===== config.mk =====
export PLATFORM = sky130hd
export DESIGN_NAME = elevator_ctrl
export DESIGN_NICKNAME = d
export VERILOG_FILES = /design/src/rtl/elev_pkg.sv /design/src/rtl/elev_req_if.sv /design/src/rtl/elev_req_tracker.sv /design/src/rtl/elevator_ctrl.sv
export SDC_FILE = /design/constraint.sdc
export NUM_CORES = 1
export LEC_CHECK = 0
export ABC_AREA = 0
export CAP_MARGIN = 30
export CORE_MARGIN = 4
export CORE_UTILIZATION = 51
export CTS_CLUSTER_DIAMETER = 80
export DETAILED_ROUTE_END_ITERATION = 8
export GPL_ROUTABILITY_DRIVEN = 1
export PLACE_DENSITY = 0.92
export SYNTH_ARGS = -nofsm -noshare
export SYNTH_HDL_FRONTEND = slang
export SYNTH_SLANG_ARGS = --single-unit

===== constraint.sdc =====
create_clock -name clk -period 3.4 [get_ports clk]
set_input_delay 0.51 -clock clk [delete_from_list [all_inputs] [get_ports clk]]
set_output_delay 0.51 -clock clk [all_outputs]
set_load 0.05 [all_outputs]

===== src/rtl/elev_pkg.sv =====
// Shared state codes and sizing helper for the elevator controller slice.
package elev_pkg;

  typedef enum logic [2:0] {
    ST_IDLE       = 3'd0,
    ST_START_UP   = 3'd1,
    ST_GOING_UP   = 3'd2,
    ST_START_DOWN = 3'd3,
    ST_GOING_DOWN = 3'd4,
    ST_DOOR_OPEN  = 3'd5
  } state_t;

  // Width of a floor index; never below one bit.
  function automatic int floor_w(input int n);
    return (n <= 2) ? 1 : $clog2(n);
  endfunction

endpackage


===== src/rtl/elev_req_if.sv =====
// Request-tracker bus between the controller FSM and the request register.
// Contract: call bits latch on the next edge; a clear for the same floor on that edge wins over the call.
interface elev_req_if #(
  parameter int N_FLOORS = 8,
  parameter int FW       = 3
) ();

  logic [N_FLOORS-1:0] call;
  logic                clear_en;
  logic [FW-1:0]       clear_idx;
  logic [FW-1:0]       cur_floor;
  logic [N_FLOORS-1:0] pending;
  logic                here;
  logic                above;
  logic                below;

  modport master (
    output call, clear_en, clear_idx, cur_floor,
    input  pending, here, above, below
  );

  modport slave (
    input  call, clear_en, clear_idx, cur_floor,
    output pending, here, above, below
  );

endinterface


===== src/rtl/elev_req_tracker.sv =====
// Outstanding-request register plus the here/above/below search relative to the current floor.
module elev_req_tracker import elev_pkg::*; #(
  parameter int N_FLOORS = 8
) (
  input logic       clk,
  input logic       reset,
  elev_req_if.slave bus
);

  logic [N_FLOORS-1:0] pend_q;
  logic [N_FLOORS-1:0] clear_mask;
  logic                above_c;
  logic                below_c;

  always_comb begin
    clear_mask = '0;
    if (bus.clear_en) clear_mask[bus.clear_idx] = 1'b1;
  end

  always_ff @(posedge clk) begin
    if (reset) pend_q <= '0;
    else       pend_q <= (pend_q | bus.call) & ~clear_mask;
  end

  always_comb begin
    above_c = 1'b0;
    below_c = 1'b0;
    for (int i = 0; i < N_FLOORS; i++) begin
      if (pend_q[i] && (i > int'(bus.cur_floor))) above_c = 1'b1;
      if (pend_q[i] && (i < int'(bus.cur_floor))) below_c = 1'b1;
    end
  end

  assign bus.pending = pend_q;
  assign bus.here    = pend_q[bus.cur_floor];
  assign bus.above   = above_c;
  assign bus.below   = below_c;

endmodule


===== src/rtl/elevator_ctrl.sv =====
// Elevator controller: travel/door FSM with dwell counter; requests are held in elev_req_tracker.
module elevator_ctrl import elev_pkg::*; #(
  parameter int N_FLOORS    = 8,
  parameter int DOOR_CYCLES = 16
) (
  input  logic                        clk,
  input  logic                        reset,
  input  logic [N_FLOORS-1:0]         call_req,
  input  logic [N_FLOORS-1:0]         at_floor,
  input  logic                        doors_closed,
  output logic [2:0]                  state,
  output logic [$clog2(N_FLOORS)-1:0] cur_floor,
  output logic [N_FLOORS-1:0]         pending,
  output logic                        motor_on,
  output logic                        motor_direction,
  output logic                        fan_on,
  output logic                        door_open
);

  localparam int FW = floor_w(N_FLOORS);
  localparam int DW = $clog2(DOOR_CYCLES + 1);
  localparam logic [DW-1:0] DWELL_LAST = DW'(DOOR_CYCLES - 1);
  localparam logic [FW-1:0] TOP_FLOOR  = FW'(N_FLOORS - 1);

  state_t        st;
  state_t        resume;
  logic [FW-1:0] floor_q;
  logic [DW-1:0] dwell;
  logic [FW-1:0] at_idx;
  logic          at_onehot;
  logic          stop_going;
  logic          enter_door;
  logic          restart;

  elev_req_if #(.N_FLOORS(N_FLOORS), .FW(FW)) req ();

  elev_req_tracker #(.N_FLOORS(N_FLOORS)) u_req (
    .clk   (clk),
    .reset (reset),
    .bus   (req)
  );

  always_comb begin
    at_idx = '0;
    for (int i = 0; i < N_FLOORS; i++)
      if (at_floor[i]) at_idx = FW'(i);
  end

  assign at_onehot = (at_floor != '0) && ((at_floor & (at_floor - N_FLOORS'(1))) == '0);

  // End floors stop the car even when nobody asked for them.
  assign stop_going = at_onehot &&
    (((st == ST_GOING_UP)   && (req.pending[at_idx] || (at_idx == TOP_FLOOR))) ||
     ((st == ST_GOING_DOWN) && (req.pending[at_idx] || (at_idx == '0))));
  assign enter_door = stop_going || ((st == ST_IDLE) && req.here);
  assign restart    = (st == ST_DOOR_OPEN) && call_req[floor_q];

  assign req.call      = call_req;
  assign req.cur_floor = floor_q;
  assign req.clear_en  = enter_door || (st == ST_DOOR_OPEN);
  assign req.clear_idx = stop_going ? at_idx : floor_q;

  // Keep going the way we were heading while there is work that way.
  always_comb begin
    resume = ST_IDLE;
    if (motor_direction) begin
      if (req.above)      resume = ST_START_UP;
      else if (req.below) resume = ST_START_DOWN;
    end else begin
      if (req.below)      resume = ST_START_DOWN;
      else if (req.above) resume = ST_START_UP;
    end
  end

  always_ff @(posedge clk) begin
    if (reset) begin
      st              <= ST_IDLE;
      floor_q         <= '0;
      dwell           <= '0;
      motor_on        <= 1'b0;
      motor_direction <= 1'b1;
      fan_on          <= 1'b0;
      door_open       <= 1'b0;
    end else begin
      if (at_onehot) floor_q <= at_idx;
      motor_on  <= 1'b0;
      door_open <= 1'b0;
      fan_on    <= 1'b1;
      case (st)
        ST_IDLE: begin
          if (enter_door) begin
            st        <= ST_DOOR_OPEN;
            door_open <= 1'b1;
            dwell     <= '0;
          end else begin
            st     <= resume;
            fan_on <= (resume != ST_IDLE);
            if (resume == ST_START_UP)   motor_direction <= 1'b1;
            if (resume == ST_START_DOWN) motor_direction <= 1'b0;
          end
        end
        ST_START_UP, ST_START_DOWN: begin
          if (doors_closed) begin
            st       <= (st == ST_START_UP) ? ST_GOING_UP : ST_GOING_DOWN;
            motor_on <= 1'b1;
          end
        end
        ST_GOING_UP, ST_GOING_DOWN: begin
          if (enter_door) begin
            st        <= ST_DOOR_OPEN;
            door_open <= 1'b1;
            dwell     <= '0;
          end else begin
            motor_on <= 1'b1;
          end
        end
        ST_DOOR_OPEN: begin
          if (restart) begin
            dwell     <= '0;
            door_open <= 1'b1;
          end else if (dwell == DWELL_LAST) begin
            st     <= resume;
            fan_on <= (resume != ST_IDLE);
            if (resume == ST_START_UP)   motor_direction <= 1'b1;
            if (resume == ST_START_DOWN) motor_direction <= 1'b0;
          end else begin
            dwell     <= dwell + DW'(1);
            door_open <= 1'b1;
          end
        end
        default: begin
          st     <= ST_IDLE;
          fan_on <= 1'b0;
        end
      endcase
    end
  end

  assign state     = st;
  assign cur_floor = floor_q;
  assign pending   = req.pending;

endmodule


### After elaboration in Yosys (flattened, before gate mapping)

Cells that the tools add are included.

| word-level totals | value |
|---|---|
| register bits | 23 |
| latch bits | 0 |
| memory bits (writable) | 0 |
| ROM bits | 0 |
| bits of input ports | 19 |
| output and inout bits | 18 |
| logic and storage cells | 152 |
| memories kept | 0 |

| cells by class | value |
|---|---|
| $add $sub $neg | 2 |
| $mul | 0 |
| div/mod/pow operators | 0 |
| magnitude comparators | 18 |
| equality and inequality tests | 16 |
| shift-type cells | 0 |
| multiplexer cells | 64 |
| bitwise operators | 4 |
| reductions and logical operators | 40 |

Operator list:

| kind | count |
|---|---|
| 2-to-1 mux 3 bit | 14 |
| 2-to-1 mux 1 bit | 33 |
| logical AND 1 bit | 21 |
| AND 8 bit | 2 |
| 2-to-1 mux 5 bit | 3 |
| greater-than comparator 3 bit, first input constant | 4 |
| < comparator 3 x 4 -> 1 bit, second input constant | 3 |
| one-hot mux 3 bit (4 select lines) | 1 |
| one-hot mux 5 bit (2 select lines) | 1 |
| binary-select mux 1 bit (select 3 bit) | 3 |
| == test 3 x 2 -> 1 bit, second input constant | 3 |
| == test 3 bit, second input constant | 3 |
| < comparator 3 bit, first input constant | 3 |
| logical NOT 8 bit | 1 |
| 2-to-1 mux 8 bit | 1 |
| inequality test 2 bit, second input constant | 4 |
| NOT 8 bit | 1 |
| OR 8 bit | 1 |
| AND reduction 4 bit | 2 |
| nonzero test 8 bit | 1 |
| subtractor 8 x 1 -> 8 bit, second input constant | 1 |
| == test 3 x 1 -> 1 bit, second input constant | 2 |
| greater-than comparator 2 x 3 -> 1 bit, first input constant | 2 |
| logical NOT 3 bit | 2 |
| 19 further kinds | 32 |

### Longest topological paths before layout

| depth | value |
|---|---|
| word-level depth | 21 |
| gate-level depth with buffers | 9 |
| mapped depth without buffers | 9 |

### Modules after synthesis

Synthesis repeated with hierarchy kept, for this count alone.

| second synthesis, totals | value |
|---|---|
| cells, all modules | 222 |
| area, all modules | 1735.4 µm² |

By module, submodules not included:

| module | times used | cells an instance | area an instance (µm²) | seq. area each (µm²) |
|---|---|---|---|---|
| elevator_ctrl | 1 | 165 | 1238.7 | 300.3 |
| elev_req_tracker | 1 | 57 | 496.7 | 160.2 |

### Least setup slack after synthesis

No wires, ideal clock.

| timing path | value |
|---|---|
| kind | flip-flop to flip-flop |
| from | register floor_q[0], in the netlist cur_floor[0] |
| to | register with a tool-made name |
| setup time | 0.123 ns |
| arrival time | 2.699 ns |
| data required time | 3.277 ns |
| slack | 0.578 ns |
| cell stages (with the launch flop) | 10 |
| buffers on the path | 1 |
| clock period less this slack | 2.822 ns |
| cells stage by stage | dfxtp_1 > buf_1 > mux4_2 > mux2i_1 > and2_1 > nand3_1 > a211o_1 > nand2_1 > a21oi_1 > or2_2 |

RTL lines:

| what | RTL line | text |
|---|---|---|
| start, declared | elevator_ctrl.sv:27 | `logic [FW-1:0] floor_q;` |
| start signal, assigned | elevator_ctrl.sv:85 | `if (at_onehot) floor_q <= at_idx;` |

### Worst setup path after layout

| timing path | value |
|---|---|
| from | input port at_floor[5] |
| to | register u_req.pend_q[3], in the netlist u_req.bus.pending[3] |

| between the ends | value |
|---|---|
| cells in the longest elaborated chain, start to end | 17 |
| elaborated cells between the ends (all ways) | 29 |
| those cells by class | add/sub (1); order compare (2); eq/ne (1); mux (9); bitwise (3); reduce/logical (13) |

Ends and longest elaborated chain:

| what | RTL line | text |
|---|---|---|
| start, declared | elevator_ctrl.sv:9 | `input logic [N_FLOORS-1:0] at_floor,` |
| parallel branches: the longest is 14 deep, another holds subtractor 8 x 1 -> 8 bit | n/a |  |
| 2-to-1 mux 8 bit (*) | elev_req_tracker.sv:17 | `if (bus.clear_en) clear_mask[bus.clear_idx] = 1'b1;` |
| NOT 8 bit (*) | elev_req_tracker.sv:22 | `else pend_q <= (pend_q \| bus.call) & ~clear_mask;` |
| AND 8 bit (*) | elev_req_tracker.sv:22 |  |
| end signal, assigned | elev_req_tracker.sv:22 |  |
| end, declared | elev_req_tracker.sv:10 | `logic [N_FLOORS-1:0] pend_q;` |

Every way passes the cells marked *. The select of a mux whose other input is x is not followed.
A chain may end at the register's enable or synchronous reset.

==> implementation parameters <==
Parameter                              Value

Global routing
  Met1 GRT Util    30.7%
  Overflow after GRT    0
  Wire length of the first global-routing pass    8.01 mm
  Pin count of the biggest net entering global routing    25
  Met3 global-route usage    3.88%
  Initial antenna violation count    0
  Total Routing Usage GR    22.8%
  Via count of the first global-routing pass    1,753
  Met2 usage in global routing    37.1%
  Most heavily used metal layer in global routing    met2

Worst setup path
  Worst r2r path cells    8
  Arrival time at the worst endpoint    3.14 ns
  FF-to-FF setup slack    0.75 ns
  Sequence of cells on the critical path    clkdlybuf4s50_1 > or4_4 > nand2b_1 > a31oi_1 > a21oi_1 > a21o_4 > nor2_4 > mux2_4 > a211oi_2
  Category of the most critical setup path    primary input to flop
  Kind of cell with the highest combined delay on the critical path    simple AND/OR/NAND/NOR gates
  Required time at the worst-slack endpoint    3.63 ns
  Critical register-to-register path startpoint    cur_floor[0]
  Nature of the critical path endpoint    flop
  Cell with the biggest individual delay on the critical path    or4_4
  Bufs and invs on worst path    1
  Setup crit start kind    primary input
  Worst path max stage delay    0.61 ns
  Crit-path max FO    8

Clock tree
  Clk sink count    23
  CTS tree    built
  Clock-pin slew on the worst setup and hold paths    0.12 ns
  Number of cells upsized or downsized after cts    0
  Number of buffers added for setup after CTS    0
  Hold-fix buffers, CTS    0
  Number of buffers inserted during clock tree synthesis    3
  Buffer levels on the longest clock path    2
  Clock latency on the worst-skew pair    0.31 ns
  Buffer type at the clock tree root    clkbuf_4
  CTS H-tree lvls    1

Timing
  Post-route minimum period    2.91 ns
  Setup repair after global routing missed its margin    false
  Setup TNS    0 ns
  Headroom to the max-slew limit    54.1%
  Peak Freq    344 MHz
  Slew Viols, Final    0
  Period utilization    85.5%
  Setup skew after layout    0.00763 ns
  Smallest hold slack    0.475 ns
  Number of setup violations in the final report    0
  Transition at the pin with the smallest max-transition slack    0.687 ns
  Fin. Hold Viols    0

Synth
  Share of the synthesized area in compound gates (AO/OA/AOI/OAI)    35.2%
  Area share of the largest cell type after synthesis    25.9%
  Warning count from the yosys run    0
  Post-synthesis cell type with the largest combined area    dfxtp_1
  Number of library cell types mapped by synthesis    56
  Post-Synth Adder-Cell Area    1.41%
  Combinational family with the most area after synthesis    compound AO/OA/AOI/OAI gates
  Cell types occupying the most area after synthesis    dfxtp_1, a21oi_1, a211oi_1
  Post-Synthesis Cell Area    1780 um^2
  Number of cells produced by synthesis    226
  Post-Syn Nets    247
  Synth async-reset ratio    0%
  Post-synthesis xor/xnor area fraction    0%
  Mean instance size in the synthesized netlist    7.87 um^2
  Yosys reg bits    23
  Most common flop cell mapped by yosys    dfxtp_1
  Register area share after synthesis    25.9%
  Simple-Gate Fraction of Synth Area    24.9%
  Share of cell area taken by muxes after synthesis    8.16%
  Post-synth EDFFs    0

Route
  Routed vias    1,946
  Antenna-violating nets left    0
  Routed Wire Length    4.73 mm
  Avg WL per Cell    15.4 um
  Number of detailed-routing iterations run before antenna repair    5
  Total DRC errors in the routed layout    0
  Starting DRC count in detailed routing    188
  Detail-routed via count per cell    6.34

Power and ir drop
  Leakage dissipation    0.777 nW
  Power per Cell Area    493 nW/um^2
  Overall power consumption    0.00109 W
  IR Drop Worst-Case VDD    284 uV

Place
  Sum of net half-perimeters after detailed placement    3.59 mm
  Gp weighted congestion    0.905
  Count of buffers inserted at the top-level ports    36

Floorplan
  Die height    67.0 um
  Chip Width    67.0 um
  Core outline area    3360 um^2
  Number of I/O pins    37
  Num rows    21
  Die area    4500 um^2
  Starting Density    52.9%

Hold path
  Worst hold path endpoint    dwell[4]
  Hold Path Cell Cnt    2
  Class of the tightest hold or removal check    flop to flop
  Hold wc startpoint    dwell[4]

Final layout
  Register Area    460 um^2
  Proportion of layout cells with a drive suffix above 1    9.96%
  P&R area growth vs syn    24.3%
  Total number of nets in the final design    283
  Fill cell instance count of the final layout    297
  Antenna fix cells    0
  Area of the multi-input gates    1240 um^2

Run status
  Status    completed

Flow run
  Max Cap Violations    0
-- layer usage --
layer | wire length (um) | vias to the layer above
li1 | - | 924
met1 | 2030 | 917
met2 | 2270 | 91
met3 | 336 | 14
met4 | 98 | 0
met5 | 0 | -
-- through the flow --
| step | instances | area [um^2] | setup WS [ns] | utilization (%) |
|---|---|---|---|---|
| 3_3_place_gp | 303 | 2180 | 0.290 | 65.0 |
| 6_report | 307 | 2210 | 0.494 | 65.7 |
| 3_5_place_dp | 303 | 2180 | 0.197 | 65.0 |
| 4_1_cts | 307 | 2210 | 0.510 | 65.7 |
| 2_1_floorplan | 226 | 1780 | 0.578 | - |
| 5_1_grt | 307 | 2210 | 0.327 | 65.7 |
-- worst max path at each step --
stage,startpoint,end,slack (ns),cells after the start
floorplan,cur_floor[0],flop,0.58,9
global placement,at_floor[5],u_req.bus.pending[3],0.29,9
detailed placement,at_floor[5],u_req.bus.pending[3],0.20,9
CTS,at_floor[5],u_req.bus.pending[3],0.51,9
global route,at_floor[2],dwell[3],0.33,9
finish,at_floor[5],u_req.bus.pending[3],0.49,9
-- kinds of logic after synthesis --
group | after synthesis
mux | 9
compound gates | 87
simple gates | 86
flops | 23
fa+ha+maj | 2
buf+inv | 19
-- power by group --
part           internal (W)  switching (W)
Sequential         0.000306      0.0000902
Clock             0.0000458      0.0000799
Combinational      0.000219       0.000348
Total              0.000571       0.000518
-- placed cells by master, fill, tap and decap left out, types with 6 or more instances in the layout --
| master | n |
|---|---|
| a211oi_1 | 13 |
| a21oi_1 | 23 |
| clkdlybuf4s50_1 | 36 |
| dfxtp_1 | 23 |
| inv_1 | 9 |
| nand2_1 | 18 |
| nand2b_1 | 6 |
| nor2_1 | 26 |
| nor2b_1 | 6 |
| o21ai_0 | 15 |
-- synth_stat cells, types with 2 or more instances --
master and instances:
nor2_1 26, a21oi_1 23, dfxtp_1 23, nand2_1 18
o21ai_0 15, a211oi_1 13, inv_1 9, clkbuf_1 7
nand2b_1 6, nor2b_1 6, a31oi_1 5, nand3_1 5
nor3b_1 5, a311oi_1 4, and3_1 4, mux2i_1 4
mux4_2 4, nor3_1 3, or2_2 3, a211oi_2 2
a21o_1 2, ha_1 2, nand3b_1 2, o31ai_1 2
or3_1 2
-- sequential cells by signal, summed over array words and instances (netlist names), named ones only --
| name | count |
|---|---|
| door_open | 1 |
| motor_on | 1 |
| state | 3 |
| u_req.bus.pending | 8 |
| cur_floor | 3 |
| dwell | 5 |
| fan_on | 1 |
-- worst min-delay path, cell delays in order (launching register included) --
cell and delay (ns):
dfxtp_1 0.33, nand3_1 0.06, a21oi_1 0.05
-- final cells by class --
| type | count | area share, % |
|---|---|---|
| multi-input combinational | 184 | 56.0 |
| timing repair buffer | 40 | 17.7 |
| tap | 46 | 2.60 |
| sequential | 23 | 20.8 |
| clock buffer | 4 | 1.19 |
| inverter | 10 | 1.70 |
(Power assumes the default switching activity.)
